===== src/rtl/memory_arbiter_if.sv =====
// Bundle of requester-side and memory-side signals shared by the arbiter and its environment.
// slave is the arbiter's view; master is the environment's view (requesters plus memory).
interface memory_arbiter_if #(
  parameter int unsigned WIDTH = 16
);
  logic             i_req;
  logic [WIDTH-1:0] i_addr;
  logic [WIDTH-1:0] i_rdata;
  logic             i_done;

  logic             d_req;
  logic             d_we;
  logic [WIDTH-1:0] d_addr;
  logic [WIDTH-1:0] d_wdata;
  logic [WIDTH-1:0] d_rdata;
  logic             d_done;

  logic             readM;
  logic             writeM;
  logic [WIDTH-1:0] address;
  logic [WIDTH-1:0] mem_wdata;
  logic [WIDTH-1:0] mem_rdata;
  logic             inputReady;
  logic             ackOutput;
  logic             err;

  modport slave (
    input  i_req, i_addr, d_req, d_we, d_addr, d_wdata, mem_rdata, inputReady, ackOutput,
    output i_rdata, i_done, d_rdata, d_done, readM, writeM, address, mem_wdata, err
  );

  modport master (
    output i_req, i_addr, d_req, d_we, d_addr, d_wdata, mem_rdata, inputReady, ackOutput,
    input  i_rdata, i_done, d_rdata, d_done, readM, writeM, address, mem_wdata, err
  );
endinterface


===== src/rtl/memory_arbiter.sv =====
// Two-requester (fetch/data) arbiter onto one memory port with round-robin tie-break
// and a per-access wait-cycle timeout. All outputs are registered.
module memory_arbiter #(
  parameter int unsigned WIDTH   = 16,
  parameter int unsigned TIMEOUT = 255
) (
  input  logic             clk,
  input  logic             reset,
  memory_arbiter_if.slave  bus
);

  localparam int unsigned CNT_W = 8;

  localparam logic [1:0] IDLE  = 2'd0;
  localparam logic [1:0] READ  = 2'd1;
  localparam logic [1:0] WRITE = 2'd2;
  localparam logic [1:0] RESP  = 2'd3;

  logic [1:0]       state,      state_n;
  logic [CNT_W-1:0] cnt,        cnt_n;
  logic             last_grant, last_grant_n;  // 1 = data port granted last
  logic             gnt_data,   gnt_data_n;
  logic             pick_data;
  logic             readm_q,    readm_n;
  logic             writem_q,   writem_n;
  logic [WIDTH-1:0] addr_q,     addr_n;
  logic [WIDTH-1:0] wdata_q,    wdata_n;
  logic [WIDTH-1:0] i_rdata_q,  i_rdata_n;
  logic [WIDTH-1:0] d_rdata_q,  d_rdata_n;
  logic             i_done_q,   i_done_n;
  logic             d_done_q,   d_done_n;
  logic             err_q,      err_n;
  logic             expired;

  // Counter hits the limit on this cycle if no response arrives.
  assign expired = (CNT_W'(cnt + CNT_W'(1)) == CNT_W'(TIMEOUT));

  always_ff @(posedge clk) begin
    if (reset) begin
      state      <= IDLE;
      cnt        <= '0;
      last_grant <= 1'b0;
      gnt_data   <= 1'b0;
      readm_q    <= 1'b0;
      writem_q   <= 1'b0;
      addr_q     <= '0;
      wdata_q    <= '0;
      i_rdata_q  <= '0;
      d_rdata_q  <= '0;
      i_done_q   <= 1'b0;
      d_done_q   <= 1'b0;
      err_q      <= 1'b0;
    end else begin
      state      <= state_n;
      cnt        <= cnt_n;
      last_grant <= last_grant_n;
      gnt_data   <= gnt_data_n;
      readm_q    <= readm_n;
      writem_q   <= writem_n;
      addr_q     <= addr_n;
      wdata_q    <= wdata_n;
      i_rdata_q  <= i_rdata_n;
      d_rdata_q  <= d_rdata_n;
      i_done_q   <= i_done_n;
      d_done_q   <= d_done_n;
      err_q      <= err_n;
    end
  end

  // Next-state and next-output logic; strobes default low, data registers hold.
  always_comb begin
    state_n      = state;
    cnt_n        = cnt;
    last_grant_n = last_grant;
    gnt_data_n   = gnt_data;
    readm_n      = 1'b0;
    writem_n     = 1'b0;
    addr_n       = addr_q;
    wdata_n      = wdata_q;
    i_rdata_n    = i_rdata_q;
    d_rdata_n    = d_rdata_q;
    i_done_n     = 1'b0;
    d_done_n     = 1'b0;
    err_n        = 1'b0;
    pick_data    = bus.d_req && (!bus.i_req || !last_grant);

    case (state)
      IDLE: begin
        if (bus.i_req || bus.d_req) begin
          gnt_data_n   = pick_data;
          last_grant_n = pick_data;
          cnt_n        = '0;
          if (pick_data) begin
            addr_n  = bus.d_addr;
            wdata_n = bus.d_wdata;
            if (bus.d_we) begin
              state_n  = WRITE;
              writem_n = 1'b1;
            end else begin
              state_n = READ;
              readm_n = 1'b1;
            end
          end else begin
            addr_n  = bus.i_addr;
            state_n = READ;
            readm_n = 1'b1;
          end
        end
      end
      READ: begin
        if (bus.inputReady) begin
          if (gnt_data) d_rdata_n = bus.mem_rdata;
          else          i_rdata_n = bus.mem_rdata;
          state_n  = RESP;
          d_done_n = gnt_data;
          i_done_n = !gnt_data;
        end else if (expired) begin
          state_n  = RESP;
          d_done_n = gnt_data;
          i_done_n = !gnt_data;
          err_n    = 1'b1;
        end else begin
          cnt_n   = CNT_W'(cnt + CNT_W'(1));
          readm_n = 1'b1;
        end
      end
      WRITE: begin
        if (bus.ackOutput) begin
          state_n  = RESP;
          d_done_n = gnt_data;
          i_done_n = !gnt_data;
        end else if (expired) begin
          state_n  = RESP;
          d_done_n = gnt_data;
          i_done_n = !gnt_data;
          err_n    = 1'b1;
        end else begin
          cnt_n    = CNT_W'(cnt + CNT_W'(1));
          writem_n = 1'b1;
        end
      end
      RESP: begin
        state_n = IDLE;
      end
      default: begin
        state_n = IDLE;
      end
    endcase
  end

  assign bus.readM     = readm_q;
  assign bus.writeM    = writem_q;
  assign bus.address   = addr_q;
  assign bus.mem_wdata = wdata_q;
  assign bus.i_rdata   = i_rdata_q;
  assign bus.d_rdata   = d_rdata_q;
  assign bus.i_done    = i_done_q;
  assign bus.d_done    = d_done_q;
  assign bus.err       = err_q;

endmodule


===== src/flat_wrapper.sv =====
// flat-port wrapper written by rule: the top's interface ports become plain ports
module memory_arbiter_flat 
#(
  parameter int unsigned WIDTH   = 16,
  parameter int unsigned TIMEOUT = 255
)
  (clk, reset, bus_i_req, bus_i_addr, bus_d_req, bus_d_we, bus_d_addr, bus_d_wdata, bus_mem_rdata, bus_inputReady, bus_ackOutput, bus_i_rdata, bus_i_done, bus_d_rdata, bus_d_done, bus_readM, bus_writeM, bus_address, bus_mem_wdata, bus_err);
  memory_arbiter_if #(.WIDTH(WIDTH)) bus_i ();
  input  logic clk;
  input  logic reset;
  input wire logic [$bits(bus_i.i_req)-1:0] bus_i_req;
  input wire logic [$bits(bus_i.i_addr)-1:0] bus_i_addr;
  input wire logic [$bits(bus_i.d_req)-1:0] bus_d_req;
  input wire logic [$bits(bus_i.d_we)-1:0] bus_d_we;
  input wire logic [$bits(bus_i.d_addr)-1:0] bus_d_addr;
  input wire logic [$bits(bus_i.d_wdata)-1:0] bus_d_wdata;
  input wire logic [$bits(bus_i.mem_rdata)-1:0] bus_mem_rdata;
  input wire logic [$bits(bus_i.inputReady)-1:0] bus_inputReady;
  input wire logic [$bits(bus_i.ackOutput)-1:0] bus_ackOutput;
  output wire logic [$bits(bus_i.i_rdata)-1:0] bus_i_rdata;
  output wire logic [$bits(bus_i.i_done)-1:0] bus_i_done;
  output wire logic [$bits(bus_i.d_rdata)-1:0] bus_d_rdata;
  output wire logic [$bits(bus_i.d_done)-1:0] bus_d_done;
  output wire logic [$bits(bus_i.readM)-1:0] bus_readM;
  output wire logic [$bits(bus_i.writeM)-1:0] bus_writeM;
  output wire logic [$bits(bus_i.address)-1:0] bus_address;
  output wire logic [$bits(bus_i.mem_wdata)-1:0] bus_mem_wdata;
  output wire logic [$bits(bus_i.err)-1:0] bus_err;
  assign bus_i.i_req = bus_i_req;
  assign bus_i.i_addr = bus_i_addr;
  assign bus_i.d_req = bus_d_req;
  assign bus_i.d_we = bus_d_we;
  assign bus_i.d_addr = bus_d_addr;
  assign bus_i.d_wdata = bus_d_wdata;
  assign bus_i.mem_rdata = bus_mem_rdata;
  assign bus_i.inputReady = bus_inputReady;
  assign bus_i.ackOutput = bus_ackOutput;
  assign bus_i_rdata = bus_i.i_rdata;
  assign bus_i_done = bus_i.i_done;
  assign bus_d_rdata = bus_i.d_rdata;
  assign bus_d_done = bus_i.d_done;
  assign bus_readM = bus_i.readM;
  assign bus_writeM = bus_i.writeM;
  assign bus_address = bus_i.address;
  assign bus_mem_wdata = bus_i.mem_wdata;
  assign bus_err = bus_i.err;
  memory_arbiter #(.WIDTH(WIDTH), .TIMEOUT(TIMEOUT)) u_core (.clk(clk), .reset(reset), .bus(bus_i));
endmodule

===== config.mk =====
export PLATFORM = sky130hd
export DESIGN_NAME = memory_arbiter_flat
export DESIGN_NICKNAME = d
export VERILOG_FILES = /design/src/rtl/memory_arbiter_if.sv /design/src/rtl/memory_arbiter.sv /design/src/flat_wrapper.sv
export SDC_FILE = /design/constraint.sdc
export NUM_CORES = 1
export LEC_CHECK = 0
export CORE_ASPECT_RATIO = 1.5
export CORE_MARGIN = 1
export CORE_UTILIZATION = 65
export DETAILED_ROUTE_END_ITERATION = 6
export DONT_BUFFER_PORTS = 1
export GPL_TIMING_DRIVEN = 0
export PLACE_DENSITY = 0.9
export SETUP_SLACK_MARGIN = 0.4
export SLEW_MARGIN = 20
export SYNTH_ARGS = -nofsm -noshare
export SYNTH_HDL_FRONTEND = slang
export SYNTH_SLANG_ARGS = --single-unit

===== constraint.sdc =====
create_clock -name clk -period 4.4 [get_ports clk]
set_input_delay 0.88 -clock clk [delete_from_list [all_inputs] [get_ports clk]]
set_output_delay 0.88 -clock clk [all_outputs]
set_load 0.02 [all_outputs]

==> flow_metrics.env, run 1 <==
export IMPL_wl_per_cell_um=15.7
export IMPL_grt_pass1_wl_mm=11.9
export IMPL_synth_top_area_share=0.474
export IMPL_fin_skew_ps=9.65
export IMPL_route_detailed_drc=0
export IMPL_setup_viol=0
export IMPL_outcome="complete, no violations"
export IMPL_cts_root_buf="clkbuf_8"
export IMPL_cap_violations=0
export IMPL_final_period_utilization=0.548
export IMPL_yosysUniqueCellTypes=47
export IMPL_worstPathArrival_ps=2700
export IMPL_post_cts_setup_buffer_count=0
export IMPL_min_from="u_core.gnt_data"
export IMPL_reg2reg_depth=8
export IMPL_rsz0062_at_grt="no"
export IMPL_min_to="u_core.bus.i_done"
export IMPL_synthTopCellsByArea="dfxtp_1, nand2_1, a21oi_1, mux2i_1, a211oi_1"
export IMPL_drive_above_1_share=0.0762
export IMPL_rows=31
export IMPL_num_nets_final=492
export IMPL_fmax_ghz=0.415
export IMPL_dp_hpwl_mm=5.82
export IMPL_critical_path_required_ps=4690
export IMPL_ys_seq_elements=80
export IMPL_dr_pass1_iters=5
export IMPL_clock_sinks=80
export IMPL_core_area_um2=4930
export IMPL_ys_flop_type="dfxtp_1"
export IMPL_syn2layout_area_growth_pct=7.74
export IMPL_min_path_cells=1
export IMPL_tritoncts="done"
export IMPL_start_util=0.686
export IMPL_hold_viol_final=0
export IMPL_grt_antenna_before_repair=0
export IMPL_clockBufferDepth=2
export IMPL_critPathCaptureType="flip-flop"
export IMPL_r2r_slack_ps=1990
export IMPL_start_kind="flip-flop"
export IMPL_ir_drop_uv=353
export IMPL_relSlewSlack=0.637
export IMPL_r2r_start="u_core.state[1]"
export IMPL_port_buffers=0
export IMPL_grt_max_degree=16
export IMPL_final_cell_area_um2=3640
export IMPL_die_width_um=60.9
export IMPL_worstPathMaxFanout=10
export IMPL_ant_nets=0
export IMPL_hold_buffers=0
export IMPL_clk_latency_ps=370
export IMPL_n_antenna_cell=0
export IMPL_clk_pin_slew_worst_paths_ps=80
export IMPL_synth_largest_area_cell="dfxtp_1"
export IMPL_grtUsageTotal=0.288
export IMPL_die_area_um2=5500
export IMPL_grt_pass1_vias=2740
export IMPL_synthArstFlopShare=0
export IMPL_tightestPinTransition_ps=545
export IMPL_grt_overflow=0
export IMPL_leakage_nw=1.28
export IMPL_cts_buffers=9
export IMPL_viasPerCell=5.92
export IMPL_drt_iter0_markers=187
export IMPL_netlist_area_um2=3380
export IMPL_synth_edf_count=0
export IMPL_cts_resized=0
export IMPL_rr_endpoint="u_core.cnt[2]"
export IMPL_num_fill_cells=391
export IMPL_yosys_top_cells_count="nand2_1, dfxtp_1, a21oi_1"
export IMPL_pin_count=140
export IMPL_yosys_warnings=0
export IMPL_slew_viol_final=0
export IMPL_cts_max_level=3
export IMPL_die_h_um=90.3
export IMPL_syn_avg_cell_area_um2=8.37
export IMPL_setup_worst_path_class="flip-flop to flip-flop"
export IMPL_gp_congestion=0.870
export IMPL_worstHoldPathType="flip-flop to flip-flop"
export IMPL_powerDensity_nw_per_um2=501
export IMPL_dpl_cell_area_um2=3460
export IMPL_vias=2877
export IMPL_netlist_instances=404
export IMPL_seq_area_frac_synth=0.474
export IMPL_totalWireLength_mm=7.65
export IMPL_tns_ps=0
export IMPL_postSynthNetCount=481
export IMPL_yosysMostFrequentCell="nand2_1"
export IMPL_fin_crit_ps=2410
[state kept, by name, summed over array words and instances, names as in the netlist]
signal and flops:
u_core.bus.i_rdata 16, u_core.bus.mem_wdata 16, u_core.bus.err 1, u_core.cnt 8
u_core.bus.writeM 1, u_core.bus.d_done 1, u_core.bus.d_rdata 16, u_core.bus.i_done 1
u_core.bus.address 16, u_core.bus.readM 1, u_core.gnt_data 1, u_core.state 2
[stage by stage]
stage	total power, mW	hold WS, ps	setup WS (ps)	instances	utilization
floorplan	1.25	474	2240	404	-
global placement	1.32	537	2010	470	0.703
detailed placement	1.35	533	1940	470	0.703
CTS	1.83	556	1980	486	0.739
global route	1.92	575	1810	486	0.739
finish	1.82	558	1990	486	0.739
[how the worst max path moves through the flow]
| stage | startpoint | end | slack [ps] | cells after the start |
|---|---|---|---|---|
| final | u_core.state[1] | u_core.cnt[2] | 1990 | 8 |
| after global routing | u_core.state[1] | u_core.cnt[2] | 1810 | 8 |
| after CTS | u_core.state[1] | u_core.cnt[2] | 1980 | 8 |
| after detailed placement | bus_d_req | u_core.bus.mem_wdata[10] | 1940 | 7 |
| after global placement | bus_d_req | u_core.bus.mem_wdata[13] | 2010 | 7 |
| after floorplan | bus_d_req | u_core.bus.mem_wdata[10] | 2240 | 7 |
[cell type report]
type	instances	area, um^2	area share
clock inverter	7	55.1	0.0151
multi-input combinational	288	1630	0.448
clock buffer	9	124	0.0340
inverter	8	30.0	0.00825
tap	66	82.6	0.0227
sequential	80	1600	0.440
buffer	28	116	0.0320
[power by group]
part	switching (mW)	internal [mW]	leakage (nW)	total [mW]
Clock	0.282	0.209	0.0798	0.491
Combinational	0.238	0.133	0.543	0.372
Sequential	0.152	0.809	0.653	0.961
[kinds of logic (layout without fill, tap and decap cells)]
logic type	after synthesis	count (layout)	share of synthesized area
compound gates	97	97	0.189
xor+xnor	4	4	0.0126
fa+ha+maj	6	6	0.0222
buf+inv	36	52	0.0433
flops	80	80	0.474
mux	17	17	0.0507
simple gates	164	164	0.208
[metal layers]
layer / global-route usage / part of all wire / up-vias / wire, um
li1: - / - / 1400 / -
met1: 0.287 / 0.36 / 1312 / 2740
met2: 0.492 / 0.52 / 138 / 3990
met3: 0.103 / 0.082 / 27 / 628
met4: 0.163 / 0.039 / 0 / 301
met5: 0 / 0 / - / 0
[cell usage in the layout, fill, tap and decap left out, drive strengths merged, types with 3 or more instances in the layout]
master | Yosys | layout
mux2i | 16 | 16
clkbuf | 24 | 33
buf | 4 | 4
or3 | 3 | 3
dfxtp | 80 | 80
nand3 | 6 | 6
o21ai | 3 | 3
clkinvlp | 0 | 4
nand2 | 106 | 106
a211oi | 19 | 19
a21o | 3 | 3
inv | 8 | 10
a21oi | 53 | 53
a31oi | 5 | 5
nand2b | 3 | 3
xnor2 | 3 | 3
ha | 6 | 6
nor2 | 30 | 30
[critical path, stage by stage, from the launching register on]
cell,delay [ps]
dfxtp_1,420
inv_1,90
ha_1,210
clkbuf_1,220
a221oi_1,340
nand2_1,180
nor2_1,240
or4b_1,460
a31oi_1,170
No activity file was read; power rests on OpenSTA's default activity.
==> run 2, diff against run 1 <==
--- a/config.mk
+++ b/config.mk
@@ -7,11 +7,11 @@
 export LEC_CHECK = 0
 export CORE_ASPECT_RATIO = 1.5
 export CORE_MARGIN = 1
-export CORE_UTILIZATION = 65
+export CORE_UTILIZATION = 56
 export DETAILED_ROUTE_END_ITERATION = 6
 export DONT_BUFFER_PORTS = 1
 export GPL_TIMING_DRIVEN = 0
-export PLACE_DENSITY = 0.9
+export PLACE_DENSITY = 0.83
 export SETUP_SLACK_MARGIN = 0.4
 export SLEW_MARGIN = 20
 export SYNTH_ARGS = -nofsm -noshare
==> constraint.sdc (replaced) <==
create_clock -name clk -period 2.2 [get_ports clk]
set_input_delay 0.44 -clock clk [delete_from_list [all_inputs] [get_ports clk]]
set_output_delay 0.44 -clock clk [all_outputs]
set_load 0.02 [all_outputs]
==> run 2 against run 1 <==
  * Non-clock buffer count grew 16
  * Clock skew about the same
  * Sequential power up 100%
  * Register-to-register slack worse by 1800 ps
  * Fmax rose by 20%
==> flow_metrics.env, run 2 (synthesized netlist as in run 1, its figures left out) <==
export IMPL_outcome="complete, no violations"
export IMPL_cap_violations=0
export IMPL_layout_common_cells="nand2_1, dfxtp_1, a21oi_1"
export IMPL_cts_root_buf="clkbuf_8"
export IMPL_clockBufferDepth=2
export IMPL_drt_iter0_markers=180
export IMPL_grt_pass1_wl_mm=13.0
export IMPL_ant_nets=0
export IMPL_tns_ps=0
export IMPL_hold_viol_final=0
export IMPL_critPathCaptureType="flip-flop"
export IMPL_final_cell_area_um2=4000
export IMPL_tritoncts="done"
export IMPL_syn2layout_area_growth_pct=18.4
export IMPL_grt_pass1_vias=2924
export IMPL_pin_count=140
export IMPL_n_antenna_cell=0
export IMPL_setup_viol=0
export IMPL_cts_buffers=9
export IMPL_num_fill_cells=449
export IMPL_clk_latency_ps=360
export IMPL_port_buffers=0
export IMPL_drive_above_1_share=0.186
export IMPL_clk_pin_slew_worst_paths_ps=80
export IMPL_wl_per_cell_um=17.0
export IMPL_dp_hpwl_mm=5.87
export IMPL_route_detailed_drc=0
export IMPL_viasPerCell=5.90
export IMPL_multiInputGateArea_um2=1760
export IMPL_setup_worst_path_class="flip-flop to flip-flop"
export IMPL_slew_viol_final=0
export IMPL_register_area_um2=1620
export IMPL_grt_max_degree=14
export IMPL_num_nets_final=508
export IMPL_worstPathMaxFanout=6
export IMPL_leakage_nw=1.44
export IMPL_worstHoldPathType="primary input to flip-flop"
export IMPL_start_kind="flip-flop"
export IMPL_grtUsageTotal=0.265
export IMPL_critical_path_required_ps=2440
export IMPL_grt_overflow=0
export IMPL_relSlewSlack=0.642
export IMPL_core_area_um2=5830
export IMPL_grt_antenna_before_repair=0
export IMPL_ir_drop_uv=551
export IMPL_dr_pass1_iters=4
export IMPL_totalWireLength_mm=8.61
export IMPL_rsz0062_at_grt="yes"
export IMPL_start_util=0.580
export IMPL_final_util=0.687
export IMPL_fmax_ghz=0.499
export IMPL_dpl_cell_area_um2=3520
export IMPL_worstPathArrival_ps=2240
export IMPL_final_common_cell="nand2_1"
export IMPL_fin_skew_ps=9.86
export IMPL_die_width_um=65.4
export IMPL_fin_crit_ps=2000
export IMPL_final_period_utilization=0.910
export IMPL_vias=2996
export IMPL_rows=34
export IMPL_hold_buffers=0
export IMPL_cts_max_level=3
export IMPL_gp_congestion=0.825
export IMPL_die_area_um2=6360
export IMPL_tightestPinTransition_ps=537
export IMPL_powerDensity_nw_per_um2=1020
export IMPL_die_h_um=97.1
export IMPL_clock_sinks=80
## run 2: cell count changes in the layout (fill, tap and decap cells not counted), moves of 3 or more
cell and change:
buf_4 +17, clkbuf_1 -12, clkbuf_2 +10, dfxtp_1 -5, dfxtp_4 +4, ha_1 -4, ha_4 +4, inv_1 -3
## run 2: layout make-up
class,instances,share of cell area
inverter,8,0.00907
clock inverter,4,0.0128
buffer,28,0.0403
sequential,80,0.404
tap,72,0.0225
timing repair buffer,16,0.0344
multi-input combinational,288,0.440
clock buffer,12,0.0363
## run 2: through the flow
step                      worst slack [ps]  hold WS, ps  instances  total power [mW]
after floorplan                        288          474        404              2.53
after detailed placement               109          528        476              2.73
after CTS                              268          193        500              3.92
after global routing                   143          199        508              4.25
after global placement                 167          517        476              2.69
final                                  198          201        508              4.06
## run 2: worst paths after layout
kind	start	end	slack, ps	cells past startpoint
max	u_core.cnt[0]	u_core.bus.readM	200	8
min	bus_d_wdata[3]	u_core.bus.mem_wdata[3]	200	2
max reg2reg	u_core.cnt[0]	u_core.bus.readM	200	8
min reg2reg	u_core.bus.i_rdata[11]	u_core.bus.i_rdata[11]	550	2
## run 2: critical path, cell delays in order (launching register included)
cell,delay [ps]
dfxtp_4,360
buf_4,150
inv_1,60
ha_1,170
nand3_1,240
nor3b_2,350
nand3_1,150
a32oi_1,340
nor2_1,70
## run 2: where the power goes
part	leakage [nW]	switching (mW)	total [mW]	internal [mW]
clock	0.0970	0.533	1.09	0.558
combinational	0.685	0.577	1.04	0.461
sequential	0.656	0.307	1.93	1.63
## run 2: routing by layer
layer	vias up	GRT usage	wire length [um]
met2	145	0.478	4670
met5	-	0	0
met1	1396	0.248	2960
met4	0	0.157	262
met3	25	0.0892	723
li1	1430	-	-
## run 2: what timing repair did
| action | CTS | global route |
|---|---|---|
| endpoints found under the hold margin | 0 | 0 |
| endpoints found under the setup margin | 49 | 52 |
| buffers inserted | 8 | 7 |
| gates cloned | 0 | 1 |
| pin swaps | 8 | 9 |
| resized for setup | 22 | 32 |
